<file path="config.mk">
export PLATFORM = sky130hd
export DESIGN_NAME = mm_sequencer_flat
export DESIGN_NICKNAME = d
export VERILOG_FILES = /design/src/rtl/mm_sequencer_if.sv /design/src/rtl/mm_sequencer.sv /design/src/flat_wrapper.sv
export SDC_FILE = /design/constraint.sdc
export NUM_CORES = 1
export LEC_CHECK = 0
export ABC_CLOCK_PERIOD_IN_PS = 2200
export CAP_MARGIN = 10
export CORE_MARGIN = 2
export CORE_UTILIZATION = 45
export DETAILED_ROUTE_END_ITERATION = 12
export PLACE_DENSITY = 0.79
export SLEW_MARGIN = 20
export SYNTH_ARGS = -nofsm -noshare
export SYNTH_HDL_FRONTEND = slang
export SYNTH_SLANG_ARGS = --single-unit
</file>
<file path="constraint.sdc">
create_clock -name clk_i -period 2.2 [get_ports clk_i]
set_clock_uncertainty 0.05 [all_clocks]
set_input_delay 0.44 -clock clk_i [delete_from_list [all_inputs] [get_ports clk_i]]
set_output_delay 0.44 -clock clk_i [all_outputs]
set_load 0.005 [all_outputs]
</file>
<file path="src/rtl/mm_sequencer_if.sv">
// Operation handshake and status channel between an op issuer and mm_sequencer.
interface mm_sequencer_if #(
  parameter int unsigned BANK_W = 2,
  parameter int unsigned PG_W   = 2,
  parameter int unsigned DIM_W  = 6
);
  logic                   op_valid;
  logic                   op_ready;
  logic [3:0]             op_code;
  logic [BANK_W+PG_W-1:0] op_x;
  logic [BANK_W+PG_W-1:0] op_w;
  logic [BANK_W+PG_W-1:0] op_y;
  logic [3:0]             op_cfg;
  logic [DIM_W-1:0]       dim_m;
  logic [DIM_W-1:0]       dim_n;
  logic [DIM_W-1:0]       dim_k;
  logic                   busy;
  logic                   done;
  logic                   err;

  modport master (
    output op_valid, op_code, op_x, op_w, op_y, op_cfg, dim_m, dim_n, dim_k,
    input  op_ready, busy, done, err
  );

  modport slave (
    input  op_valid, op_code, op_x, op_w, op_y, op_cfg, dim_m, dim_n, dim_k,
    output op_ready, busy, done, err
  );
endinterface

</file>
<file path="src/rtl/mm_sequencer.sv">
// Operation sequencer: runs M x N x K matmul shifts, serial bank access and the
// multiplier drain, driving bank strobes and page selects.
module mm_sequencer #(
  parameter int unsigned NBANK  = 4,
  parameter int unsigned BANK_W = 2,
  parameter int unsigned PG_W   = 2,
  parameter int unsigned DIM_W  = 6,
  parameter int unsigned ARR    = 8,
  parameter int unsigned DRAIN  = 12
) (
  input  logic                  clk_i,
  input  logic                  reset_ni,
  input  logic                  enable_i,
  mm_sequencer_if.slave         op_if,
  output logic                  shift_en_o,
  output logic [NBANK-1:0]      bank_switch_o,
  output logic [NBANK*PG_W-1:0] bank_rd_page_o,
  output logic [NBANK*PG_W-1:0] bank_wr_page_o,
  output logic [NBANK*2-1:0]    bank_we_o,
  output logic [NBANK-1:0]      bank_re_o,
  output logic [BANK_W-1:0]     x_sel_o,
  output logic [BANK_W-1:0]     w_sel_o,
  output logic [BANK_W-1:0]     y_sel_o,
  output logic [3:0]            cfg_q_o,
  output logic [2*DIM_W-1:0]    ser_idx_o,
  input  logic [ARR-1:0]        row_clear_i,
  output logic [ARR-1:0]        y_valid_o
);

  localparam int unsigned DCW = (DRAIN > 1) ? $clog2(DRAIN) : 1;

  typedef enum logic [2:0] {StIdle, StShift, StSerial, StDrain, StDone} state_e;

  state_e              state_q;
  logic                busy_q, done_q, err_q, wr_op_q;
  logic [DIM_W-1:0]    m_q, n_q, k_q, wc_q, wl_q, xl_q;
  logic [DCW-1:0]      dc_q;
  logic [2*DIM_W-1:0]  ser_idx_q;
  logic [BANK_W-1:0]   x_sel_q, w_sel_q, y_sel_q;
  logic [PG_W-1:0]     x_pg_q, w_pg_q, y_pg_q;
  logic [3:0]          cfg_q;
  logic [ARR-1:0]      y_valid_q;

  logic [BANK_W-1:0]   in_xb, in_wb, in_yb;
  logic                illegal, w_sw, x_sw, mm_last;

  assign in_xb   = op_if.op_x[PG_W +: BANK_W];
  assign in_wb   = op_if.op_w[PG_W +: BANK_W];
  assign in_yb   = op_if.op_y[PG_W +: BANK_W];
  assign illegal = (op_if.op_code > 4'd3) ||
                   ((op_if.op_code == 4'd1) && ((in_yb == in_xb) || (in_yb == in_wb)));

  // Serial ops reuse wc/wl as a (N+1) x (K+1) walk; x_sw marks its last element.
  assign w_sw    = (wc_q == k_q);
  assign x_sw    = w_sw && (wl_q == n_q);
  assign mm_last = x_sw && (xl_q == m_q);

  always_ff @(posedge clk_i) begin
    if (!reset_ni) begin
      state_q   <= StIdle;
      busy_q    <= 1'b0;
      done_q    <= 1'b0;
      err_q     <= 1'b0;
      wr_op_q   <= 1'b0;
      m_q       <= '0;
      n_q       <= '0;
      k_q       <= '0;
      wc_q      <= '0;
      wl_q      <= '0;
      xl_q      <= '0;
      dc_q      <= '0;
      ser_idx_q <= '0;
      x_sel_q   <= '0;
      w_sel_q   <= '0;
      y_sel_q   <= '0;
      x_pg_q    <= '0;
      w_pg_q    <= '0;
      y_pg_q    <= '0;
      cfg_q     <= '0;
      y_valid_q <= '0;
    end else if (enable_i) begin
      y_valid_q <= row_clear_i;
      unique case (state_q)
        StIdle: begin
          if (op_if.op_valid && (op_if.op_code != 4'd0)) begin
            x_sel_q   <= in_xb;
            w_sel_q   <= in_wb;
            y_sel_q   <= in_yb;
            x_pg_q    <= op_if.op_x[PG_W-1:0];
            w_pg_q    <= op_if.op_w[PG_W-1:0];
            y_pg_q    <= op_if.op_y[PG_W-1:0];
            cfg_q     <= op_if.op_cfg;
            m_q       <= op_if.dim_m;
            n_q       <= op_if.dim_n;
            k_q       <= op_if.dim_k;
            wr_op_q   <= (op_if.op_code == 4'd2);
            wc_q      <= '0;
            wl_q      <= '0;
            xl_q      <= '0;
            dc_q      <= '0;
            ser_idx_q <= '0;
            busy_q    <= 1'b1;
            if (illegal) begin
              state_q <= StDone;
              done_q  <= 1'b1;
              err_q   <= 1'b1;
            end else if (op_if.op_code == 4'd1) begin
              state_q <= StShift;
            end else begin
              state_q <= StSerial;
            end
          end
        end
        StShift: begin
          wc_q <= w_sw ? '0 : wc_q + DIM_W'(1);
          if (w_sw) wl_q <= (wl_q == n_q) ? '0 : wl_q + DIM_W'(1);
          if (x_sw) xl_q <= xl_q + DIM_W'(1);
          if (mm_last) begin
            state_q <= StDrain;
            xl_q    <= '0;
          end
        end
        StSerial: begin
          ser_idx_q <= ser_idx_q + (2*DIM_W)'(1);
          wc_q      <= w_sw ? '0 : wc_q + DIM_W'(1);
          if (w_sw) wl_q <= (wl_q == n_q) ? '0 : wl_q + DIM_W'(1);
          if (x_sw) begin
            state_q <= StDone;
            done_q  <= 1'b1;
          end
        end
        StDrain: begin
          if (dc_q == DCW'(DRAIN - 1)) begin
            state_q <= StDone;
            done_q  <= 1'b1;
            dc_q    <= '0;
          end else begin
            dc_q <= dc_q + DCW'(1);
          end
        end
        StDone: begin
          state_q <= StIdle;
          busy_q  <= 1'b0;
          done_q  <= 1'b0;
          err_q   <= 1'b0;
        end
        default: state_q <= StIdle;
      endcase
    end
  end

  // Strobes are qualified by enable so a frozen sequencer never moves bank data.
  always_comb begin
    bank_switch_o  = '0;
    bank_we_o      = '0;
    bank_re_o      = '0;
    bank_rd_page_o = '0;
    bank_wr_page_o = '0;
    if ((state_q == StShift) && enable_i) begin
      bank_switch_o[x_sel_q] = cfg_q[0] ? w_sw : x_sw;
      bank_switch_o[w_sel_q] = bank_switch_o[w_sel_q] | (cfg_q[0] ? x_sw : w_sw);
    end
    if (((state_q == StShift) || (state_q == StDrain)) && enable_i) begin
      bank_we_o[int'(y_sel_q)*2 +: 2] = cfg_q[3] ? 2'd3 : 2'd2;
    end
    if ((state_q == StSerial) && enable_i) begin
      if (wr_op_q) bank_we_o[int'(x_sel_q)*2 +: 2] = 2'd1;
      else         bank_re_o[x_sel_q] = 1'b1;
    end
    if ((state_q == StShift) || (state_q == StDrain)) begin
      bank_rd_page_o[int'(x_sel_q)*PG_W +: PG_W] = x_pg_q;
      bank_rd_page_o[int'(w_sel_q)*PG_W +: PG_W] = w_pg_q;
      bank_wr_page_o[int'(y_sel_q)*PG_W +: PG_W] = y_pg_q;
    end
    if (state_q == StSerial) begin
      bank_rd_page_o[int'(x_sel_q)*PG_W +: PG_W] = x_pg_q;
      bank_wr_page_o[int'(x_sel_q)*PG_W +: PG_W] = x_pg_q;
    end
  end

  assign op_if.op_ready = (state_q == StIdle) && enable_i && reset_ni;
  assign op_if.busy     = busy_q;
  assign op_if.done     = done_q && enable_i;
  assign op_if.err      = err_q && enable_i;
  assign shift_en_o     = (state_q == StShift) && enable_i;
  assign x_sel_o        = x_sel_q;
  assign w_sel_o        = w_sel_q;
  assign y_sel_o        = y_sel_q;
  assign cfg_q_o        = cfg_q;
  assign ser_idx_o      = ser_idx_q;
  assign y_valid_o      = y_valid_q;

endmodule

</file>
<file path="src/flat_wrapper.sv">
// flat-port wrapper written by rule: the top's interface ports become plain ports
module mm_sequencer_flat 
#(
  parameter int unsigned NBANK  = 4,
  parameter int unsigned BANK_W = 2,
  parameter int unsigned PG_W   = 2,
  parameter int unsigned DIM_W  = 6,
  parameter int unsigned ARR    = 8,
  parameter int unsigned DRAIN  = 12
)
  (clk_i, reset_ni, enable_i, shift_en_o, bank_switch_o, bank_rd_page_o, bank_wr_page_o, bank_we_o, bank_re_o, x_sel_o, w_sel_o, y_sel_o, cfg_q_o, ser_idx_o, row_clear_i, y_valid_o, op_if_op_valid, op_if_op_code, op_if_op_x, op_if_op_w, op_if_op_y, op_if_op_cfg, op_if_dim_m, op_if_dim_n, op_if_dim_k, op_if_op_ready, op_if_busy, op_if_done, op_if_err);
  mm_sequencer_if #(.BANK_W(BANK_W), .PG_W(PG_W), .DIM_W(DIM_W)) op_if_i ();
  input  logic clk_i;
  input  logic reset_ni;
  input  logic enable_i;
  output logic shift_en_o;
  output logic [NBANK-1:0] bank_switch_o;
  output logic [NBANK*PG_W-1:0] bank_rd_page_o;
  output logic [NBANK*PG_W-1:0] bank_wr_page_o;
  output logic [NBANK*2-1:0] bank_we_o;
  output logic [NBANK-1:0] bank_re_o;
  output logic [BANK_W-1:0] x_sel_o;
  output logic [BANK_W-1:0] w_sel_o;
  output logic [BANK_W-1:0] y_sel_o;
  output logic [3:0] cfg_q_o;
  output logic [2*DIM_W-1:0] ser_idx_o;
  input  logic [ARR-1:0] row_clear_i;
  output logic [ARR-1:0] y_valid_o;
  input wire logic [$bits(op_if_i.op_valid)-1:0] op_if_op_valid;
  input wire logic [$bits(op_if_i.op_code)-1:0] op_if_op_code;
  input wire logic [$bits(op_if_i.op_x)-1:0] op_if_op_x;
  input wire logic [$bits(op_if_i.op_w)-1:0] op_if_op_w;
  input wire logic [$bits(op_if_i.op_y)-1:0] op_if_op_y;
  input wire logic [$bits(op_if_i.op_cfg)-1:0] op_if_op_cfg;
  input wire logic [$bits(op_if_i.dim_m)-1:0] op_if_dim_m;
  input wire logic [$bits(op_if_i.dim_n)-1:0] op_if_dim_n;
  input wire logic [$bits(op_if_i.dim_k)-1:0] op_if_dim_k;
  output wire logic [$bits(op_if_i.op_ready)-1:0] op_if_op_ready;
  output wire logic [$bits(op_if_i.busy)-1:0] op_if_busy;
  output wire logic [$bits(op_if_i.done)-1:0] op_if_done;
  output wire logic [$bits(op_if_i.err)-1:0] op_if_err;
  assign op_if_i.op_valid = op_if_op_valid;
  assign op_if_i.op_code = op_if_op_code;
  assign op_if_i.op_x = op_if_op_x;
  assign op_if_i.op_w = op_if_op_w;
  assign op_if_i.op_y = op_if_op_y;
  assign op_if_i.op_cfg = op_if_op_cfg;
  assign op_if_i.dim_m = op_if_dim_m;
  assign op_if_i.dim_n = op_if_dim_n;
  assign op_if_i.dim_k = op_if_dim_k;
  assign op_if_op_ready = op_if_i.op_ready;
  assign op_if_busy = op_if_i.busy;
  assign op_if_done = op_if_i.done;
  assign op_if_err = op_if_i.err;
  mm_sequencer #(.NBANK(NBANK), .BANK_W(BANK_W), .PG_W(PG_W), .DIM_W(DIM_W), .ARR(ARR), .DRAIN(DRAIN)) u_core (.clk_i(clk_i), .reset_ni(reset_ni), .enable_i(enable_i), .op_if(op_if_i), .shift_en_o(shift_en_o), .bank_switch_o(bank_switch_o), .bank_rd_page_o(bank_rd_page_o), .bank_wr_page_o(bank_wr_page_o), .bank_we_o(bank_we_o), .bank_re_o(bank_re_o), .x_sel_o(x_sel_o), .w_sel_o(w_sel_o), .y_sel_o(y_sel_o), .cfg_q_o(cfg_q_o), .ser_idx_o(ser_idx_o), .row_clear_i(row_clear_i), .y_valid_o(y_valid_o));
endmodule
</file>
==> results of run 1 <==
==> cell type report <==
cell class                 count  area share, %
clock buffer                  10           1.67
sequential                    83           22.1
clock inverter                 6          0.653
inverter                      16           1.11
tap                          136           2.22
multi-input combinational    465           45.4
timing repair buffer         236           26.9
==> worst min-delay path by stage <==
stage | from | end | cells after the start
2_1_floorplan | u_core.done_q | u_core.done_q | 2
3_3_place_gp | u_core.cfg_q_o[2] | u_core.cfg_q_o[2] | 2
3_5_place_dp | u_core.done_q | u_core.done_q | 2
4_1_cts | u_core.cfg_q_o[1] | u_core.cfg_q_o[1] | 2
5_1_grt | u_core.n_q[5] | u_core.n_q[5] | 2
6_report | u_core.cfg_q_o[2] | u_core.cfg_q_o[2] | 2
==> layout by cell type, fill, tap and decap left out, drive strengths merged, types with 8 or more instances in the layout <==
cell type,count
a21oi,66
a32o,12
and2,9
and3,9
buf,146
clkbuf,13
clkdlybuf4s50,81
dfxtp,83
ha,22
inv,18
mux2i,10
nand2,108
nand2b,8
nand3,21
nand4,10
nor2,39
nor3,13
o21ai,14
o22ai,10
or3,9
xnor2,18
xor2,18
==> sequential cells by signal, indices dropped and copies added, names as in the netlist, 4 cells and up <==
register,cells
u_core.cfg_q_o,4
u_core.dc_q,4
u_core.k_q,6
u_core.m_q,6
u_core.n_q,6
u_core.ser_idx_o,12
u_core.wc_q,6
u_core.wl_q,6
u_core.xl_q,6
u_core.y_valid_o,8
==> repair_timing <==
item,4_1_cts,5_1_grt
endpoints found under the hold margin,0,0
hold buffers,0,0
buffers inserted,29,9
setup endpoints to repair,38,42
pin swaps,52,31
gates resized for setup,226,67
gates cloned,0,2
==> power by group <==
group          leakage (nW)  internal (mW)  total, mW  switching, mW
clock network        0.0835          0.423       1.06          0.637
registers             0.682           1.61       1.73          0.117
logic                  2.34          0.981       2.15           1.17
==> metrics by stage <==
step / total power [mW] / area (µm²)
after floorplan: 2.51 / 4740
after global placement: 3.17 / 6620
after detailed placement: 3.23 / 6620
after CTS: 4.55 / 7310
after global routing: 5.12 / 7660
final: 4.94 / 7660
==> kinds of logic after synthesis <==
logic type	Yosys count
buf+inv	44
flops	83
compound gates	139
simple gates	254
mux	12
xor+xnor	36
fa+ha+maj	22
==> layer usage <==
layer  share of wire (%)  global-route usage (%)
met1                  36                    32.4
met4                 6.1                    17.1
met2                  49                    50.5
met3                 8.8                    6.50
met5                   0                       0
==> worst min-delay path: cells and delay by family, from the launching register on <==
| kind | cells | cell delay (ps) |
|---|---|---|
| and+or+nand+nor | 1 | 50 |
| DFF | 1 | 320 |
| AOI/OAI and AO/OA | 1 | 60 |
==> impl_metrics.ini, run 1 <==
[flow_run]
maxCapViolCount = 0

[synthesis]
synth_compound_area_share_pct = 19.2
synth_top_cell_by_area = dfxtp_1
muxShareOfSynthArea_pct = 2.82
synth_adder_area_share_pct = 5.80
synth_cells = 590
synthArstFlopShare_pct = 0
yosys_warnings = 0
synth_xor_xnor_area_share_pct = 6.65
avgSynthCellArea_um2 = 8.04
ys_types = 61
synth_top_family_by_area = simple AND/OR/NAND/NOR gates
yosys.area.top_type_share_pct = 35.0
synth_area_mm2 = 0.00474
yosys.area_share.simple_pct = 26.6
synth_edf_count = 0
syn_nets = 662
yosysMostFrequentCell = nand2_1
yosysSeqAreaShare_pct = 35.0
synth_seq_cells = 83
synth.area.top_cells = dfxtp_1, nand2_1, a21oi_1, ha_1, xnor2_1
netlist_top_cells_count = nand2_1, dfxtp_1, a21oi_1
synth_top_flop_cell = dfxtp_1

[critical_path]
path_max_fanout = 4
r2r_setup_slack_ps = 30
crit_chain = xor2_2 -> nor4_4 -> nand3_4 -> buf_6 -> nor4b_4 -> a21o_1 -> buf_2
startpoint_type = flip-flop
rr_worst_depth = 8
crit_slowest_cell = nor4_4
crit_start = u_core.wc_q[1]
worstSetupEndpointType = output pin
worstReg2RegEnd = u_core.wc_q[3]
path_depth = 7
r2r_start = u_core.state_q[1]
path_buf_inv = 2
cpPeakStageDelay_ps = 360
cp.arrival_ps = 2040
critical_path_class = reg -> out
crit_family = simple AND/OR/NAND/NOR gates
worst_ep_required_time_ps = 1710
setup.worst_path.end = bank_switch_o[3]

[sta]
whs_ps = 416
max-slew-margin-rel_pct = 66.7
setup_viol = 28
finalHoldViolCount = 0
worst_slack_ps = -327
tns_ps = -4130
rsz0062_at_grt = true
fin_crit_ps = 2530
slew_viol_final = 0
worst_pin_slew_ps = 500
fmax_mhz = 396
period_share_pct = 115

[clock_tree]
cts_tree = yes
max-clock-path-buffers = 2
cts_max_level = 3
cts.clk_slew.worst_paths_ps = 100
cts_buffers = 9
clkLatencyLatePin_ps = 390
cts.sinks = 83
cts_root_buffer = clkbuf_8

[finish]
drive_above_1_share_pct = 32.5
areaGrowthSynthToFinish_pct = 61.5
final_core_util_pct = 74.5
diodes = 0
ff_latch_area_mm2 = 0.00169
multi_input_area_mm2 = 0.00347
n_fill_cell = 693
fin_cells = 952
fin_nets = 883

[drt]
dr.pass1.iters = 6
avgViaCountPerCell = 5.92
drt_iter0_markers = 469
vias = 5639
drc = 0
ant_nets = 0
avgRoutedWirePerCell_um = 19.7
wl_um = 18700

[placed_design]
routabilityCongestion = 0.930
place_ws_ps = -738
place_inst = 900
portBuffers = 116
hpwl_um = 10900

[global_routing]
grt_overflow = 0
grt.total_usage_pct = 29.0
grt_max_degree = 35
antenna_found_initial = 0
grt_pass1_wl_um = 26500
grt_pass1_vias = 5581

[die]
fp.dieArea_mm2 = 0.0114
die_width_um = 107
initial_core_util_pct = 46.1
rows = 37
io_pins = 117
core_area_mm2 = 0.0103
die_h_um = 107

[power_and_ir_drop]
cellPowerDensity_mw_per_mm2 = 645
p_leak_nw = 3.11
peakVddDrop_mv = 0.434

[worst_hold_path]
hp-class = reg -> reg

[status]
run_status = finished with violations
violations = negative setup slack
Note: power is estimated with default switching activity, not from simulation.
==> run 2, diff against run 1 <==
ABC_CLOCK_PERIOD_IN_PS = default   (was 2200)
==> results of run 2 <==
No change in the layout: final DEF, timing and power equal those of run 1.
